--- config.mk ---
export PLATFORM = sky130hd
export DESIGN_NAME = v3a_free_list_ctrl
export DESIGN_NICKNAME = d
export VERILOG_FILES = /design/src/rtl/v3a_free_list_pkg.sv /design/src/rtl/v3a_Mem1r1w.sv /design/src/rtl/v3a_free_list_ctrl.sv
export SDC_FILE = /design/constraint.sdc
export NUM_CORES = 1
export LEC_CHECK = 0
export CORE_MARGIN = 2
export CORE_UTILIZATION = 40
export CTS_CLUSTER_DIAMETER = 200
export DETAILED_ROUTE_END_ITERATION = 6
export PLACE_DENSITY_LB_ADDON = 0.3
export REMOVE_ABC_BUFFERS = 1
export SLEW_MARGIN = 20
export SYNTH_ARGS = -nofsm -noshare
export SYNTH_HDL_FRONTEND = slang
export SYNTH_SLANG_ARGS = --single-unit
--- constraint.sdc ---
create_clock -name clk -period 3.8 [get_ports clk]
set_clock_uncertainty 0.1 [all_clocks]
set_input_delay 0.76 -clock clk [delete_from_list [all_inputs] [get_ports clk]]
set_output_delay 0.76 -clock clk [all_outputs]
set_load 0.02 [all_outputs]
--- src/rtl/v3a_free_list_pkg.sv ---
// +----------------------------------------------------------------------+
// | v3a_free_list_pkg                                                    |
// | Shared types and pointer helper for the free-slot manager.           |
// | Rev 1.0                                                              |
// +----------------------------------------------------------------------+
`default_nettype none

package v3a_free_list_pkg;

  localparam int unsigned c_default_entries    = 8;
  localparam int unsigned c_default_addr_width = $clog2(c_default_entries);

  typedef logic [c_default_addr_width-1:0] slot_id_t;

  // Circular advance with an explicit compare so non-power-of-two depths wrap correctly.
  function automatic int unsigned next_ptr(input int unsigned ptr, input int unsigned num_entries);
    return (ptr == num_entries - 32'd1) ? 32'd0 : ptr + 32'd1;
  endfunction

endpackage

`default_nettype wire

--- src/rtl/v3a_Mem1r1w.sv ---
// +----------------------------------------------------------------------+
// | v3a_Mem1r1w                                                          |
// | One combinational read port, one registered write port; resets to    |
// | identity contents (mem[i] = i).                                      |
// | Rev 1.0                                                              |
// +----------------------------------------------------------------------+
`default_nettype none

module v3a_Mem1r1w #(
  parameter int p_bit_width   = 3,
  parameter int p_num_entries = 8,
  parameter int p_addr_width  = $clog2(p_num_entries)
) (
  input  logic                    clk,
  input  logic                    reset,
  input  logic                    read_en,
  input  logic [p_addr_width-1:0] read_addr,
  output logic [p_bit_width-1:0]  read_data,
  input  logic                    write_en,
  input  logic [p_addr_width-1:0] write_addr,
  input  logic [p_bit_width-1:0]  write_data
);

  logic [p_bit_width-1:0] r_mem [p_num_entries];

  always_ff @(posedge clk) begin
    if (reset) begin
      for (int i = 0; i < p_num_entries; i++) begin
        r_mem[i] <= p_bit_width'(i);
      end
    end else if (write_en) begin
      for (int i = 0; i < p_num_entries; i++) begin
        if (write_addr == p_addr_width'(i)) begin
          r_mem[i] <= write_data;
        end
      end
    end
  end

  // Decoded read keeps out-of-range addresses on non-power-of-two depths harmless.
  always_comb begin
    read_data = '0;
    if (read_en) begin
      for (int i = 0; i < p_num_entries; i++) begin
        if (read_addr == p_addr_width'(i)) begin
          read_data = r_mem[i];
        end
      end
    end
  end

endmodule

`default_nettype wire

--- src/rtl/v3a_free_list_ctrl.sv ---
// +----------------------------------------------------------------------+
// | v3a_free_list_ctrl                                                   |
// | Free-slot FIFO manager: alloc/free val-rdy ports, double-free and    |
// | out-of-range detection with a sticky error flag.                     |
// | Rev 1.0                                                              |
// +----------------------------------------------------------------------+
`default_nettype none

module v3a_free_list_ctrl
  import v3a_free_list_pkg::*;
#(
  parameter int p_num_entries = c_default_entries,
  parameter int p_addr_width  = $clog2(p_num_entries),
  parameter int p_cnt_width   = $clog2(p_num_entries + 1)
) (
  input  logic                    clk,
  input  logic                    reset,
  output logic                    alloc_val,
  input  logic                    alloc_rdy,
  output logic [p_addr_width-1:0] alloc_id,
  input  logic                    free_val,
  output logic                    free_rdy,
  input  logic [p_addr_width-1:0] free_id,
  output logic [p_cnt_width-1:0]  free_count,
  output logic                    err_bad_free
);

  localparam int unsigned              c_num_entries = p_num_entries;
  localparam logic [p_cnt_width-1:0]   c_full_count  = p_cnt_width'(p_num_entries);

  logic [p_addr_width-1:0]  r_head_ptr;
  logic [p_addr_width-1:0]  r_tail_ptr;
  logic [p_cnt_width-1:0]   r_free_count;
  logic [p_num_entries-1:0] r_alloc_map;
  logic                     r_err_bad_free;

  logic                     w_alloc_fire;
  logic                     w_free_take;
  logic                     w_free_ok;
  logic                     w_id_in_range;
  logic                     w_map_hit;
  logic [p_num_entries-1:0] w_alloc_map_nxt;
  logic [p_addr_width-1:0]  w_head_nxt;
  logic [p_addr_width-1:0]  w_tail_nxt;

  assign alloc_val    = (r_free_count != '0);
  assign free_rdy     = (r_free_count != c_full_count);
  assign free_count   = r_free_count;
  assign err_bad_free = r_err_bad_free;

  assign w_alloc_fire  = alloc_val & alloc_rdy;
  assign w_free_take   = free_val & free_rdy;
  assign w_id_in_range = (32'(free_id) < c_num_entries);
  assign w_free_ok     = w_free_take & w_id_in_range & w_map_hit;

  assign w_head_nxt = p_addr_width'(next_ptr(32'(r_head_ptr), c_num_entries));
  assign w_tail_nxt = p_addr_width'(next_ptr(32'(r_tail_ptr), c_num_entries));

  v3a_Mem1r1w #(
    .p_bit_width   (p_addr_width),
    .p_num_entries (p_num_entries),
    .p_addr_width  (p_addr_width)
  ) u_mem (
    .clk        (clk),
    .reset      (reset),
    .read_en    (alloc_val),
    .read_addr  (r_head_ptr),
    .read_data  (alloc_id),
    .write_en   (w_free_ok),
    .write_addr (r_tail_ptr),
    .write_data (free_id)
  );

  // Map lookup uses the pre-update value, so a same-cycle alloc+free of one ID rejects the free.
  always_comb begin
    w_map_hit = 1'b0;
    for (int i = 0; i < p_num_entries; i++) begin
      if (free_id == p_addr_width'(i)) begin
        w_map_hit = r_alloc_map[i];
      end
    end
  end

  always_comb begin
    w_alloc_map_nxt = r_alloc_map;
    for (int i = 0; i < p_num_entries; i++) begin
      if (w_alloc_fire && (alloc_id == p_addr_width'(i))) begin
        w_alloc_map_nxt[i] = 1'b1;
      end
      if (w_free_ok && (free_id == p_addr_width'(i))) begin
        w_alloc_map_nxt[i] = 1'b0;
      end
    end
  end

  always_ff @(posedge clk) begin
    if (reset) begin
      r_head_ptr     <= '0;
      r_tail_ptr     <= '0;
      r_free_count   <= c_full_count;
      r_alloc_map    <= '0;
      r_err_bad_free <= 1'b0;
    end else begin
      if (w_alloc_fire) begin
        r_head_ptr <= w_head_nxt;
      end
      if (w_free_ok) begin
        r_tail_ptr <= w_tail_nxt;
      end
      case ({w_alloc_fire, w_free_ok})
        2'b10:   r_free_count <= r_free_count - 1'b1;
        2'b01:   r_free_count <= r_free_count + 1'b1;
        default: r_free_count <= r_free_count;
      endcase
      r_alloc_map <= w_alloc_map_nxt;
      if (w_free_take && !w_free_ok) begin
        r_err_bad_free <= 1'b1;
      end
    end
  end

endmodule

`default_nettype wire
== Yosys cells after proc, flatten, opt, wreduce, memory -nomap -nowiden ==
Memories as Yosys holds them, arrays and structs flattened.
Cells that the tools add are included.
Word-level totals
  memories: 1
  logic and storage cells: 153
  output and inout bits: 10
  bits in registers: 19
  RAM bits: 24
Operators by class
  bitwise logic cells: 11
  reduce and logical (&&, ||, !) cells: 32
  $add $sub $neg: 4
  muxes and demuxes: 62
  equal/unequal tests: 31
Memories
  u_mem.r_mem: words 8, bits a word 3, read ports 8, clocked after memory_dff 0, wr ports 8, RTL line v3a_Mem1r1w.sv:24  | logic [p_bit_width-1:0] r_mem [p_num_entries];
Operators by type and width (count)
  3-bit 2-to-1 mux: 19
  3-bit == test, second input constant: 16
  1-bit 2-to-1 mux: 42
  3-bit by 2-bit == test with 1-bit output, second input constant: 8
  1-bit logical AND: 17
  2-bit OR reduction: 8
  3-bit by 1-bit == test with 1-bit output, second input constant: 4
  3-bit logical NOT: 4
  1-bit bitwise OR: 8
  4-bit case mux with 2 select lines: 1
  3-bit by 1-bit adder with 3-bit output, second input constant: 2
  4-bit by 1-bit adder with 4-bit output, second input constant: 1
  4-bit != test, second input constant: 1
  4-bit nonzero test: 1
  4-bit by 1-bit subtractor with 4-bit output, second input constant: 1
  1-bit AND: 3
  2-bit by 1-bit == test with 1-bit output, second input constant: 1
  2-bit == test, second input constant: 1
  2-bit nonzero test: 1
  1-bit logical NOT: 1

== Depth between registers and ports, before layout ==
Gate-level depths: netlist of run 1.
  depth in word-level cells: 14
  gate-level depth with buffers: 15
  gate-level depth less buffers: 12

== By module ==
A second synthesis of run 1 with hierarchy kept.
Unflattened totals
  cells, all modules: 228
  area total of the unflattened synthesis: 2288.4 um^2
By module, submodules not included
  v3a_Mem1r1w: cells an instance 109, times used 1, area each 1222.4 um^2, sequential area each 720.7 um^2
  v3a_free_list_ctrl: cells an instance 119, times used 1, area each 1066.0 um^2, sequential area each 380.4 um^2

== Least setup slack after synthesis of run 1 ==
Ideal clock, no wire load.
  kind: input -> register
  start point: input port free_id[0]
  end point: register r_free_count[3], in the netlist free_count[3]
  data arrival time: 3.465 ns
  path buffers: 2
  stages: 14
  setup slack: 0.103 ns
  required time: 3.568 ns
  cell sequence: buf_6 or3b_4 a221oi_2 a211oi_2 nor2_4 buf_2 ha_1 inv_1 ha_1 a21o_1 a21oi_1 xnor2_1 o21ai_0 or3b_2
Between the ends
  word-level cells in the longest chain between the ends: 12
  elaborated cells between the ends (all ways): 21
  those cells by class: eq/ne: 9; mux: 9; bitwise: 1; reduce/logical: 2
RTL lines
  start, declared: RTL line v3a_free_list_ctrl.sv:23  | input logic [p_addr_width-1:0] free_id,
  3-bit logical NOT: RTL line v3a_free_list_ctrl.sv:78  | if (free_id == p_addr_width'(i)) begin
  1-bit 2-to-1 mux (7 in series): RTL line v3a_free_list_ctrl.sv:78
  1-bit 2-to-1 mux (*): RTL line v3a_free_list_ctrl.sv:78
  1-bit AND (*): RTL line v3a_free_list_ctrl.sv:54  | assign w_free_ok = w_free_take & w_id_in_range & w_map_hit;
  2-bit by 1-bit == test with 1-bit output / 2-bit == test (equally long branches): RTL line v3a_free_list_ctrl.sv:110  | case ({w_alloc_fire, w_free_ok})
  4-bit case mux with 2 select lines / 2-bit nonzero test (equally long branches)
  end signal, assigned: RTL line v3a_free_list_ctrl.sv:111  | 2'b10: r_free_count <= r_free_count - 1'b1;
  end signal, assigned: RTL line v3a_free_list_ctrl.sv:112  | 2'b01: r_free_count <= r_free_count + 1'b1;
  end signal, assigned: RTL line v3a_free_list_ctrl.sv:113  | default: r_free_count <= r_free_count;
  end, declared: RTL line v3a_free_list_ctrl.sv:33  | logic [p_cnt_width-1:0] r_free_count;
Every way passes the cells marked *; elsewhere a longest branch is shown, timed or not.
A chain may end at the register's enable or synchronous reset.

== Worst setup path in the final report of run 1 ==
  start point: register r_head_ptr[0]
  end point: output port alloc_id[1]
Between the ends
  word-level cells in the longest chain between the ends: 10
  elaborated cells between the ends (all ways): 17
  those cells by class: eq/ne: 7; mux: 9; reduce/logical: 1
RTL lines
  start, declared: RTL line v3a_free_list_ctrl.sv:31  | logic [p_addr_width-1:0] r_head_ptr;
  start signal, assigned: RTL line v3a_free_list_ctrl.sv:105  | r_head_ptr <= w_head_nxt;
  3-bit logical NOT: RTL line v3a_Mem1r1w.sv:45  | if (read_addr == p_addr_width'(i)) begin
  3-bit 2-to-1 mux (7 in series): RTL line v3a_Mem1r1w.sv:45
  3-bit 2-to-1 mux (*): RTL line v3a_Mem1r1w.sv:45
  3-bit 2-to-1 mux (*): RTL line v3a_Mem1r1w.sv:43  | if (read_en) begin
  end, declared: RTL line v3a_free_list_ctrl.sv:20  | output logic [p_addr_width-1:0] alloc_id,
Marks and branches as above.

==> results of run 1 <==
-- worst max-delay path, cell delays in order, from the launching register on --
cell and delay (ps):
dfxtp_1 360, ha_1 230, ha_1 250, or2_1 290
a211o_1 280, a31oi_2 190, and2_1 260, clkdlybuf4s50_1 650
-- path summary, 6_finish.rpt --
path                         to  cells after the start
setup reg to reg  free_count[3]                     11
hold reg to reg    err_bad_free                      2
hold / removal     err_bad_free                      2
setup / recovery    alloc_id[1]                      7
-- area by class of cell --
class	count	area [sq um]	share of cell area [%]
multi-input combinational	187	1350	45.1
clock buffer	7	86.3	2.89
sequential	43	1100	36.8
clock inverter	1	3.75	0.126
tap	77	96.3	3.22
timing repair buffer	31	278	9.29
inverter	20	75.1	2.51
-- power by group through the flow --
stage,clock network [W],logic [W],registers [W]
floorplan,0,0.000415,0.000643
global placement,0,0.000679,0.000629
detailed placement,0,0.000682,0.000628
CTS,0.000305,0.000691,0.000618
global route,0.000326,0.000759,0.000628
finish,0.000297,0.000687,0.000617
-- layer usage --
| metal | vias to the layer above | global-route usage, % | part of all wire [%] |
|---|---|---|---|
| met5 | - | 0 | 0 |
| met4 | 0 | 5.19 | 0.52 |
| met3 | 5 | 2.65 | 3.2 |
| met2 | 36 | 26.9 | 48 |
| met1 | 932 | 23.2 | 48 |
| li1 | 991 | - | - |
-- metrics by stage --
step,setup WS [ps],util [%]
after floorplan,282,-
after global placement,-70.2,45.7
after detailed placement,-130,45.7
after CTS,87.2,47.1
after global routing,31.6,47.4
final,143,47.4
-- state kept, by name, summed over array words and instances, names as in the netlist --
register	cells
r_tail_ptr	3
r_head_ptr	3
u_mem.r_mem	24
err_bad_free	1
r_alloc_map	8
free_count	4
-- logic make-up after synthesis --
group                      after synthesis  synth area share, %
xor gates and xnor gates                 3                 1.01
DFF                                     43                 42.4
adders and majority gates               16                 8.00
and+or+nand+nor                        102                 22.2
AOI/OAI and AO/OA                       62                 18.8
buffers and inverters                   36                 6.02
muxes                                    4                 1.59
-- cell usage after synthesis (3+ instances only) --
library cell and number:
nand2b_1 12, or2_2 3, nor3_1 8, nand2_1 16, ha_1 15, nor3b_1 6
buf_2 5, edfxtp_1 24, o21ai_0 9, nand3b_1 6, nand3_1 7, a211oi_1 3
a31oi_1 3, a21o_1 4, mux2i_1 3, o31ai_1 3, inv_1 20, dfxtp_1 19
a21oi_1 17, nor2_1 26, clkbuf_1 8, nor2b_1 6
-- timing repair --
item | CTS | global route
resized for setup | 0 | 4
setup endpoints to repair | 0 | 2
hold buffers | 0 | 0
==> results.toml, run 1 <==
[cells_and_area]
syn2layout_area_growth_pct = 15.1
antennaDiodeCount = 0
final_cell_count_no_fill = 366
final_common_cell = "nor2_1"
drive_above_1_share_pct = 15.2
finalInstanceArea_sq_um = 2990
layout.filler_cells = 613
final_net_count = 311
layout_common_cells = "26 x nor2_1, 24 x edfxtp_1, 20 x inv_1"

[timing]
fin_hold_ws_ps = 390
tns_ps = 0
worst_pin_slew_ps = 557
final-hold-violation-count = 0
drv_slew = 0
fmax_mhz = 273
period_share_pct = 96.2
rsz0062_at_grt = "false"
fin_crit_ps = 3660
setup_viol = 0
max_slew_margin_pct = 62.7

[flow_run]
max_cap_viol_count = 0

[yosys]
synth_seq_area_share_pct = 42.4
synthesis.area_sq_um = 2600
synth_ff_type = "edfxtp_1"
ys_seq_elements = 43
synthArstFlopShare_pct = 0
syn_avg_cell_area_sq_um = 9.77
synth_edf_count = 24
yosysTopAreaCell = "edfxtp_1"
synthCells = 266
yosys_warnings = 0
synth.distinct_cells = 56
synth_top_area_share_pct = 27.7
synth_area_leaders = "edfxtp_1 28%, dfxtp_1 15%, ha_1 7.2%"

[global_route]
grt_pass1_wl_microns = 9540
grt_antenna_before_repair = 0
grt_overflow = 0
grt_max_degree = 27
grt_usage_pct = 16.7
grt_pass1_vias = 1938

[power_and_ir_drop]
total_power_w = 0.00160
clock_power_share_pct = 18.5
pwr-share-comb_pct = 42.9
powerDensity_nw_per_um2 = 536
switching_power_w = 0.000584
p_int_w = 0.00102
p_leak_nw = 1.08
peakVddDrop_v = 0.000400
switching_share_pct = 36.5
p_seq_share_pct = 38.5

[floorplan]
die_x_microns = 84.6
start_util_pct = 41.1
num_rows = 29
num_io_pins = 17
core-area_sq_um = 6310
die_area_sq_um = 7150
die_h_microns = 84.6

[place]
numPortBuffers = 16
routabilityCongestion = 0.818
dp_cells = 358
place_hpwl_microns = 4070
postPlaceCellArea_sq_um = 2890

[setup_path]
cp.arrival_ps = 2800
rrSetupSlack_ps = 610
critPathCaptureType = "output pin"
cp_max_fo = 5
start_kind = "register"
startpoint = "r_head_ptr[0]"
r2r_start = "free_count[1]"
worstSetupPathType = "reg -> out"
cp.required_ps = 2940

[detailed_routing]
drtIter0Drc = 110
route.detailed.drc = 0
wl_per_cell_microns = 15.2
antenna_left = 0
dr_total_vias = 1964
wl_microns = 5560
dr.pass1.iters = 5
via_per_inst = 5.37

[worst_hold_path]
min_from = "err_bad_free"
hold_class = "reg -> reg"

[clock_network]
cts_buffers = 5
cts-root-buf = "clkbuf_8"
clk_pin_slew_ps = 80
clockBufferDepth = 2
post_cts_buffers = 0
h-tree-depth = 2
cts_sinks = 43
cts_tree = "built"
clkLatencyLatePin_ps = 290

[outcome]
outcome = "complete, no violations"
Power figures use the tool's default switching activity.
==> inputs of run 2 (changes only) <==
--- a/config.mk
+++ b/config.mk
@@ -5,8 +5,10 @@
 export SDC_FILE = /design/constraint.sdc
 export NUM_CORES = 1
 export LEC_CHECK = 0
+export CELL_PAD_IN_SITES_DETAIL_PLACEMENT = 2
+export CELL_PAD_IN_SITES_GLOBAL_PLACEMENT = 2
 export CORE_MARGIN = 2
-export CORE_UTILIZATION = 40
+export CORE_UTILIZATION = 34
 export CTS_CLUSTER_DIAMETER = 200
 export DETAILED_ROUTE_END_ITERATION = 6
 export PLACE_DENSITY_LB_ADDON = 0.3
==> results.toml, run 2 (synthesis gave the netlist of run 1 again) <==
[outcome]
outcome = "complete, no violations"

[clock_network]
clockBufferDepth = 2
cts-root-buf = "clkbuf_8"
clkLatencyLatePin_ps = 300
h-tree-depth = 2
cts_tree = "built"
cts.hold.buffers_added = 0
cts_buffers = 5
clk_pin_slew_ps = 80
post_cts_buffers = 0
cts_sinks = 43

[cells_and_area]
antennaDiodeCount = 0
drive_above_1_share_pct = 15.2
multi_input_area_sq_um = 1360
utilization_pct = 41.2
regMostFlops = "u_mem.r_mem"
layout_common_cells = "26 x nor2_1, 24 x edfxtp_1, 20 x inv_1"
final_cell_count_no_fill = 389
largest_reg_flops = 24
layout.filler_cells = 809
final_common_cell = "nor2_1"
seq_area_sq_um = 1100
final_net_count = 312
syn2layout_area_growth_pct = 16.2

[setup_path]
cp-endpoint = "free_count[3]"
r2r_end = "free_count[3]"
start_kind = "input port"
startpoint = "free_id[0]"
cp_max_fo = 6
critPathCaptureType = "register"
worstSetupPathType = "in -> reg"
rrSetupSlack_ps = 540
cp.required_ps = 3880
cp.arrival_ps = 3710
reg2reg_depth = 11
r2r_start = "free_count[1]"

[place]
dp_cells = 381
place_hpwl_microns = 5480
numPortBuffers = 16
routabilityCongestion = 0.782

[power_and_ir_drop]
peakVddDrop_v = 0.000293
p_int_w = 0.000994
pwr-share-comb_pct = 43.5
switching_share_pct = 38.3
p_leak_nw = 1.07
powerDensity_nw_per_um2 = 533
p_seq_share_pct = 38.6
clock_power_share_pct = 17.9
switching_power_w = 0.000616

[floorplan]
num_rows = 31
core-area_sq_um = 7330
die_x_microns = 91.4
num_io_pins = 17
start_util_pct = 35.4
die_h_microns = 91.4
die_area_sq_um = 8350

[timing]
max_slew_margin_pct = 60.3
worst_pin_slew_ps = 593
fin_crit_ps = 3620
rsz0062_at_grt = "false"
fmax_mhz = 276
setup_viol = 0
period_share_pct = 95.4
final-hold-violation-count = 0
drv_slew = 0

[global_route]
grt_max_degree = 19
grt_usage_pct = 18.2
grt_antenna_before_repair = 0
grt_overflow = 0
grt_pass1_vias = 2269
grt_pass1_wl_microns = 11900

[flow_run]
max_cap_viol_count = 0

[worst_hold_path]
hold_class = "reg -> reg"

[detailed_routing]
dr.pass1.iters = 4
antenna_left = 0
wl_microns = 7140
via_per_inst = 5.21
wl_per_cell_microns = 18.4
route.detailed.drc = 0
drtIter0Drc = 65
dr_total_vias = 2027
[run 2: how the worst min path moves through the flow]
stage | start | end | slack (ps) | cells past startpoint
2_1_floorplan | r_alloc_map[7] | r_alloc_map[7] | 340 | 2
3_3_place_gp | err_bad_free | err_bad_free | 370 | 2
6_report | err_bad_free | err_bad_free | 390 | 2
4_1_cts | err_bad_free | err_bad_free | 400 | 2
5_1_grt | r_alloc_map[5] | r_alloc_map[5] | 450 | 2
3_5_place_dp | err_bad_free | err_bad_free | 370 | 2
[run 2: power by group through the flow]
stage                     registers [W]  logic [W]  clock network, W
after floorplan                0.000643   0.000415                 0
after global placement         0.000631   0.000684                 0
after detailed placement       0.000635   0.000705                 0
after CTS                      0.000625   0.000708          0.000300
after global routing           0.000634   0.000777          0.000314
final                          0.000621   0.000701          0.000288
[run 2: routing by layer]
layer	up-vias	GRT usage (%)	wire length [microns]
li1	993	-	-
met1	1006	22.8	3340
met2	19	32.2	3590
met3	9	2.99	105
met4	0	5.05	108
met5	-	0	0
[run 2: timing repair]
action | in CTS | in global routing
resized for setup | 1 | 4
setup endpoints to repair | 1 | 3
pin swaps | 0 | 1
[run 2: cell type report]
type	count	share of cell area [%]
Clock buffer	6	2.40
Clock inverter	2	0.290
Inverter	20	2.49
Multi-Input combinational cell	187	44.9
Sequential cell	43	36.5
Tap cell	99	4.10
Timing Repair Buffer	32	9.32
[run 2: critical path, stage by stage]
cell and delay (ps):
clkdlybuf4s50_1 410, buf_4 160, or3b_4 400, a221oi_2 250
a211oi_2 90, nor2_4 110, ha_1 170, inv_1 60
ha_1 260, a21o_1 180, a21oi_1 170, xnor2_1 100
o21ai_0 150, or3b_2 450
[run 2: per-stage QoR]
step	cell area (sq um)	worst slack, ps	TNS (ps)	hold slack (ps)	total power, W
after global placement	2920	-71.5	-71.5	371	0.00132
after CTS	3000	83.4	0	400	0.00163
after global routing	3020	9.93	0	445	0.00173
final	3020	176	0	388	0.00161
after floorplan	2520	282	0	343	0.00106
after detailed placement	2920	-152	-152	374	0.00134
